## src/rtl/demux1to4_buf_pkg.sv

```systemverilog
// Shared constants for the 1-to-4 buffered demultiplexer and its channel FIFOs.
package demux1to4_buf_pkg;

  localparam int NUM_CH   = 4;  // number of output channels
  localparam int DEPTH    = 2;  // words buffered per channel
  localparam int CH_IDX_W = 2;  // width of a channel index
  localparam int PTR_W    = 1;  // FIFO pointer width, wraps modulo DEPTH
  localparam int CNT_W    = 2;  // occupancy width, holds 0..DEPTH

endpackage

```

## src/rtl/demux1to4_buf_chan.sv

```systemverilog
// Two-entry FIFO for one demux channel. The head word lives in its own
// register so it is a clean flop output and keeps its last value when empty.
module demux_chan_buf
  import demux1to4_buf_pkg::*;
#(
  parameter int WIDTH = 8
) (
  input  logic             clk_i,
  input  logic             rst_ni,
  input  logic             push_i,
  input  logic [WIDTH-1:0] data_i,
  input  logic             pop_i,
  output logic             full_o,
  output logic             empty_o,
  output logic [WIDTH-1:0] head_o
);

  logic [WIDTH-1:0] mem_q [DEPTH];
  logic [WIDTH-1:0] mem_d [DEPTH];
  logic [PTR_W-1:0] wr_ptr_q, wr_ptr_d;
  logic [PTR_W-1:0] rd_ptr_q, rd_ptr_d;
  logic [CNT_W-1:0] cnt_q, cnt_d;
  logic [WIDTH-1:0] head_q, head_d;
  logic             do_push;
  logic             do_pop;

  assign full_o  = (cnt_q == CNT_W'(DEPTH));
  assign empty_o = (cnt_q == '0);
  assign head_o  = head_q;

  // A full FIFO refuses a push even when it is popped the same cycle;
  // popping an empty FIFO is ignored.
  assign do_push = push_i & ~full_o;
  assign do_pop  = pop_i & ~empty_o;

  // Next-state for storage, pointers, occupancy and the registered head word.
  always_comb begin
    mem_d    = mem_q;
    wr_ptr_d = wr_ptr_q;
    rd_ptr_d = rd_ptr_q;
    cnt_d    = cnt_q;
    head_d   = head_q;

    if (do_push) begin
      mem_d[wr_ptr_q] = data_i;
      wr_ptr_d        = wr_ptr_q + PTR_W'(1);
    end
    if (do_pop) begin
      rd_ptr_d = rd_ptr_q + PTR_W'(1);
    end

    case ({do_push, do_pop})
      2'b10:   cnt_d = cnt_q + CNT_W'(1);
      2'b01:   cnt_d = cnt_q - CNT_W'(1);
      default: cnt_d = cnt_q;
    endcase

    // Head changes only when a new word becomes the oldest one held:
    // push into empty, pop with a second word behind, or push+pop at one.
    if (empty_o && do_push) begin
      head_d = data_i;
    end else if (do_pop && full_o) begin
      head_d = mem_q[rd_ptr_q + PTR_W'(1)];
    end else if (do_pop && do_push) begin
      head_d = data_i;
    end
  end

  // State registers with asynchronous clear.
  always_ff @(posedge clk_i or negedge rst_ni) begin
    if (!rst_ni) begin
      for (int i = 0; i < DEPTH; i++) begin
        mem_q[i] <= '0;
      end
      wr_ptr_q <= '0;
      rd_ptr_q <= '0;
      cnt_q    <= '0;
      head_q   <= '0;
    end else begin
      mem_q    <= mem_d;
      wr_ptr_q <= wr_ptr_d;
      rd_ptr_q <= rd_ptr_d;
      cnt_q    <= cnt_d;
      head_q   <= head_d;
    end
  end

endmodule

```

## src/rtl/demux1to4_buf.sv

```systemverilog
// 1-to-4 demultiplexer with a two-word buffer per output channel.
//
// Handshake: a word moves across an interface exactly at a rising edge where
// its valid and ready are both high. Input side: in_ready depends only on the
// registered occupancy of channel in_sel, never on out_ready; the source holds
// in_sel/in_data stable until accepted. Output side: out_valid[i] is high
// whenever channel i holds a word; out_ready[i] with out_valid[i] low is ignored.
module demux1to4_buf
  import demux1to4_buf_pkg::*;
#(
  parameter int WIDTH = 8
) (
  input  logic                    clk,
  input  logic                    rst_n,
  input  logic                    in_valid,
  output logic                    in_ready,
  input  logic [CH_IDX_W-1:0]     in_sel,
  input  logic [WIDTH-1:0]        in_data,
  output logic [NUM_CH-1:0]       out_valid,
  input  logic [NUM_CH-1:0]       out_ready,
  output logic [NUM_CH*WIDTH-1:0] out_data,
  output logic                    busy
);

  logic [NUM_CH-1:0] full;
  logic [NUM_CH-1:0] empty;
  logic [NUM_CH-1:0] push;
  logic [NUM_CH-1:0] pop;

  assign in_ready  = ~full[in_sel];
  assign out_valid = ~empty;
  assign pop       = out_ready & out_valid;
  assign busy      = |out_valid;

  // Decode the accepted input word to a one-hot push for its channel.
  always_comb begin
    push = '0;
    if (in_valid && in_ready) begin
      push[in_sel] = 1'b1;
    end
  end

  for (genvar g = 0; g < NUM_CH; g++) begin : g_chan
    demux_chan_buf #(
      .WIDTH (WIDTH)
    ) u_chan (
      .clk_i   (clk),
      .rst_ni  (rst_n),
      .push_i  (push[g]),
      .data_i  (in_data),
      .pop_i   (pop[g]),
      .full_o  (full[g]),
      .empty_o (empty[g]),
      .head_o  (out_data[g*WIDTH +: WIDTH])
    );
  end

endmodule

```

## config.mk

```make
export PLATFORM = sky130hd
export DESIGN_NAME = demux1to4_buf
export DESIGN_NICKNAME = d
export VERILOG_FILES = /design/src/rtl/demux1to4_buf_pkg.sv /design/src/rtl/demux1to4_buf_chan.sv /design/src/rtl/demux1to4_buf.sv
export SDC_FILE = /design/constraint.sdc
export NUM_CORES = 1
export LEC_CHECK = 0
export CAP_MARGIN = 20
export CELL_PAD_IN_SITES_DETAIL_PLACEMENT = 0
export CELL_PAD_IN_SITES_GLOBAL_PLACEMENT = 1
export CORE_MARGIN = 2
export CORE_UTILIZATION = 50
export DETAILED_ROUTE_END_ITERATION = 16
export PLACE_DENSITY = 0.89
export SETUP_SLACK_MARGIN = 0.15
export SLEW_MARGIN = 20
export SYNTH_ARGS = -nofsm -noshare
export SYNTH_HDL_FRONTEND = slang
export SYNTH_SLANG_ARGS = --single-unit
```

## constraint.sdc

```tcl
create_clock -name clk -period 3.5 [get_ports clk]
set_clock_uncertainty 0.2 [all_clocks]
set_input_delay 0.875 -clock clk [delete_from_list [all_inputs] [get_ports clk]]
set_output_delay 0.875 -clock clk [all_outputs]
set_load 0.01 [all_outputs]
```

==> impl_metrics.env <==
export IMPL_status="finished clean"
export IMPL_place_hpwl_mm=8.93
export IMPL_yosys_area_top_type_share_pct=48.3
export IMPL_setup_worst_path_end_class="output port"
export IMPL_path_max_fanout=2
export IMPL_fp_row_count=39
export IMPL_drive_above_1_share_pct=21.4
export IMPL_nNetsFinal=595
export IMPL_grtUsageMet3_pct=4.90
export IMPL_drt_iter0_drc=283
export IMPL_port_buffers=54
export IMPL_synthArstFlopShare_pct=100
export IMPL_rsz0062_at_grt="no"
export IMPL_avgSynthCellArea_um2=11.2
export IMPL_grt_max_degree=70
export IMPL_multiInputGateArea_um2=2820
export IMPL_synth_cells=517
export IMPL_fmax_mhz=301
export IMPL_dr_pass1_iters=5
export IMPL_vias=4275
export IMPL_powerDensity_nw_per_um2=849
export IMPL_hp_start="g_chan[2].u_chan.mem_q[0]$_DFFE_PN0P_"
export IMPL_core_um2=11400
export IMPL_grt_pass1_wl_mm=22.6
export IMPL_synthDistinctLibCells=36
export IMPL_slew_violations=0
export IMPL_crit_type="in -> out"
export IMPL_area_growth_syn_to_layout_pct=18.3
export IMPL_irDropWorstVdd_v=0.000507
export IMPL_routed_wl_mm=13.6
export IMPL_yosys_area_top_type="dfrtp_1"
export IMPL_drv_cap=0
export IMPL_fillers=943
export IMPL_antenna_found_initial=0
export IMPL_hold_path_class="reg -> reg"
export IMPL_dieArea_um2=12500
export IMPL_hold_ws_ns=0.299
export IMPL_hold_buffers=0
export IMPL_design_area_um2=6870
export IMPL_synth_edff_count=0
export IMPL_initial_core_util_pct=51.1
export IMPL_yosysMostFrequentCell="dfrtp_1"
export IMPL_grt_total_usage_pct=22.8
export IMPL_via_per_inst=5.95
export IMPL_grt_overflow=0
export IMPL_htree_num_levels=3
export IMPL_cts_buffers=9
export IMPL_worstPathArrival_ns=2.25
export IMPL_finalSetupViolCount=0
export IMPL_grtUsageMet2_pct=37.1
export IMPL_gp_congestion=0.800
export IMPL_drc=0
export IMPL_critPathRequiredTime_ns=2.42
export IMPL_period_share_pct=94.9
export IMPL_yosysWarnings=0
export IMPL_synth_ff_type="dfrtp_1"
export IMPL_ioPinCount=55
export IMPL_finalCriticalPeriod_ns=3.32
export IMPL_first_global_vias=4344
export IMPL_insertion_delay_ns=0.35
export IMPL_p_leak_nw=2.70
export IMPL_ff_latch_area_um2=2810
export IMPL_cp_startpoint="in_sel[1]"
export IMPL_grt_busiest_layer="met2"
export IMPL_clk_path_buf_depth=2
export IMPL_path_clk_slew_ns=0.06
export IMPL_antenna_cells=0
export IMPL_critPathLaunchType="input port"
export IMPL_hold_viol=0
export IMPL_grt_util_met1_pct=30.3
export IMPL_die_h_um=112
export IMPL_cts_num_sinks=112
export IMPL_timing_slew_headroom_pct=49.6
export IMPL_cts_root_buffer="clkbuf_16"
export IMPL_synthTopCellsByCount="112 x dfrtp_1, 67 x nor2b_1, 64 x mux2_2"
export IMPL_ant_nets=0
export IMPL_tightestPinTransition_ns=0.753
export IMPL_synthesis_nets=542
export IMPL_synth_area_leaders="dfrtp_1 48%, mux2_2 12%, nor2b_1 7.2%"
export IMPL_synth_seq_cells=112
export IMPL_ys_seq_area_share_pct=48.3
export IMPL_dpl_cell_area_um2=6550
export IMPL_die_x_um=112
export IMPL_tritoncts="yes"
export IMPL_worstReg2RegStart="g_chan[1].u_chan.cnt_q[1]$_DFFE_PN0P_"
export IMPL_syn_area_um2=5810
export IMPL_routedWlPerCell_um=18.9
what timing repair did:
action                                  CTS  global route
setup buffers                             0             3
resized for setup                         4             3
endpoints found under the setup margin    2             1
power by group:
part,leakage [nW],switching [mW],internal (mW)
sequential,1.33,0.518,1.96
clock,0.136,0.460,0.527
combinational,1.23,1.03,1.34
total,2.70,2.01,3.83
metrics by stage:
step                      power (mW)  util (%)  setup slack, ns  setup TNS [ns]  instances
after floorplan                 3.91         -            0.702               0        517
after global placement          4.74      57.6          -0.0402         -0.0402        699
after detailed placement        4.84      57.6          -0.0348         -0.0348        699
after CTS                       5.85      60.2            0.164               0        715
after global routing            6.26      60.4            0.156               0        718
final                           5.83      60.4            0.178               0        718
worst paths after layout:
path | endpoint | slack (ns) | depth (start not counted)
min reg2reg | g_chan[2].u_chan.mem_q[0]$_DFFE_PN0P_ | 0.30 | 1
min | g_chan[2].u_chan.mem_q[0]$_DFFE_PN0P_ | 0.30 | 1
max reg2reg | g_chan[1].u_chan.head_o[5]$_DFFE_PN0P_ | 1.17 | 5
min in group asynchronous | g_chan[2].u_chan.head_o[3]$_DFFE_PN0P_ | 0.32 | 1
max | in_ready | 0.18 | 3
max in group asynchronous | g_chan[0].u_chan.head_o[2]$_DFFE_PN0P_ | 2.01 | 2
layer usage:
metal | vias up | share of wire, %
met5 | - | 0
met4 | 0 | 2.5
met3 | 25 | 4.2
met2 | 92 | 49
met1 | 2152 | 44
li1 | 2006 | -
cell type report:
cell class / instances / area share [%]
multi-input combinational: 360 / 41.0
sequential: 112 / 40.9
timing repair buffer: 82 / 11.1
clock buffer: 13 / 3.79
tap: 143 / 2.60
clock inverter: 3 / 0.364
inverter: 5 / 0.273
cells by family after synthesis:
family | Yosys count | synth area share, %
mux | 65 | 12.8
flops | 112 | 48.3
xor+xnor | 20 | 3.02
fa+ha+maj | 8 | 1.72
compound gates | 128 | 14.5
buf+inv | 45 | 3.27
simple gates | 139 | 16.5
placed cells by master, fill, tap and decap left out, types with 5 or more instances in the layout:
cell             Yosys  routed
nand3b_1             5       5
nor2b_1             67      67
clkdlybuf4s50_1      0      52
buf_4                0      28
dfrtp_1            112     107
xnor2_1              9       9
clkbuf_16            0       9
o21ai_0             32      32
a31oi_1             32      32
inv_1                5       5
dfrtp_2              0       5
a22oi_1             32      32
ha_1                 8       8
a211oi_1            32      32
mux2_2              64      64
nor3b_1             24      24
xor2_1              11      11
nor4bb_1             8       8
worst max-delay path: stages:
cell and delay, ns:
clkdlybuf4s50_1 0.51, mux4_2 0.55, dlygate4sd2_1 0.31
flip-flops by register name (all words and copies together), names as in the netlist:
name and flops:
g_chan.u_chan.cnt_q 8, g_chan.u_chan.head_o 32, g_chan.u_chan.mem_q 64, g_chan.u_chan.rd_ptr_q 4, g_chan.u_chan.wr_ptr_q 4
No activity file was read; power rests on OpenSTA's default activity.
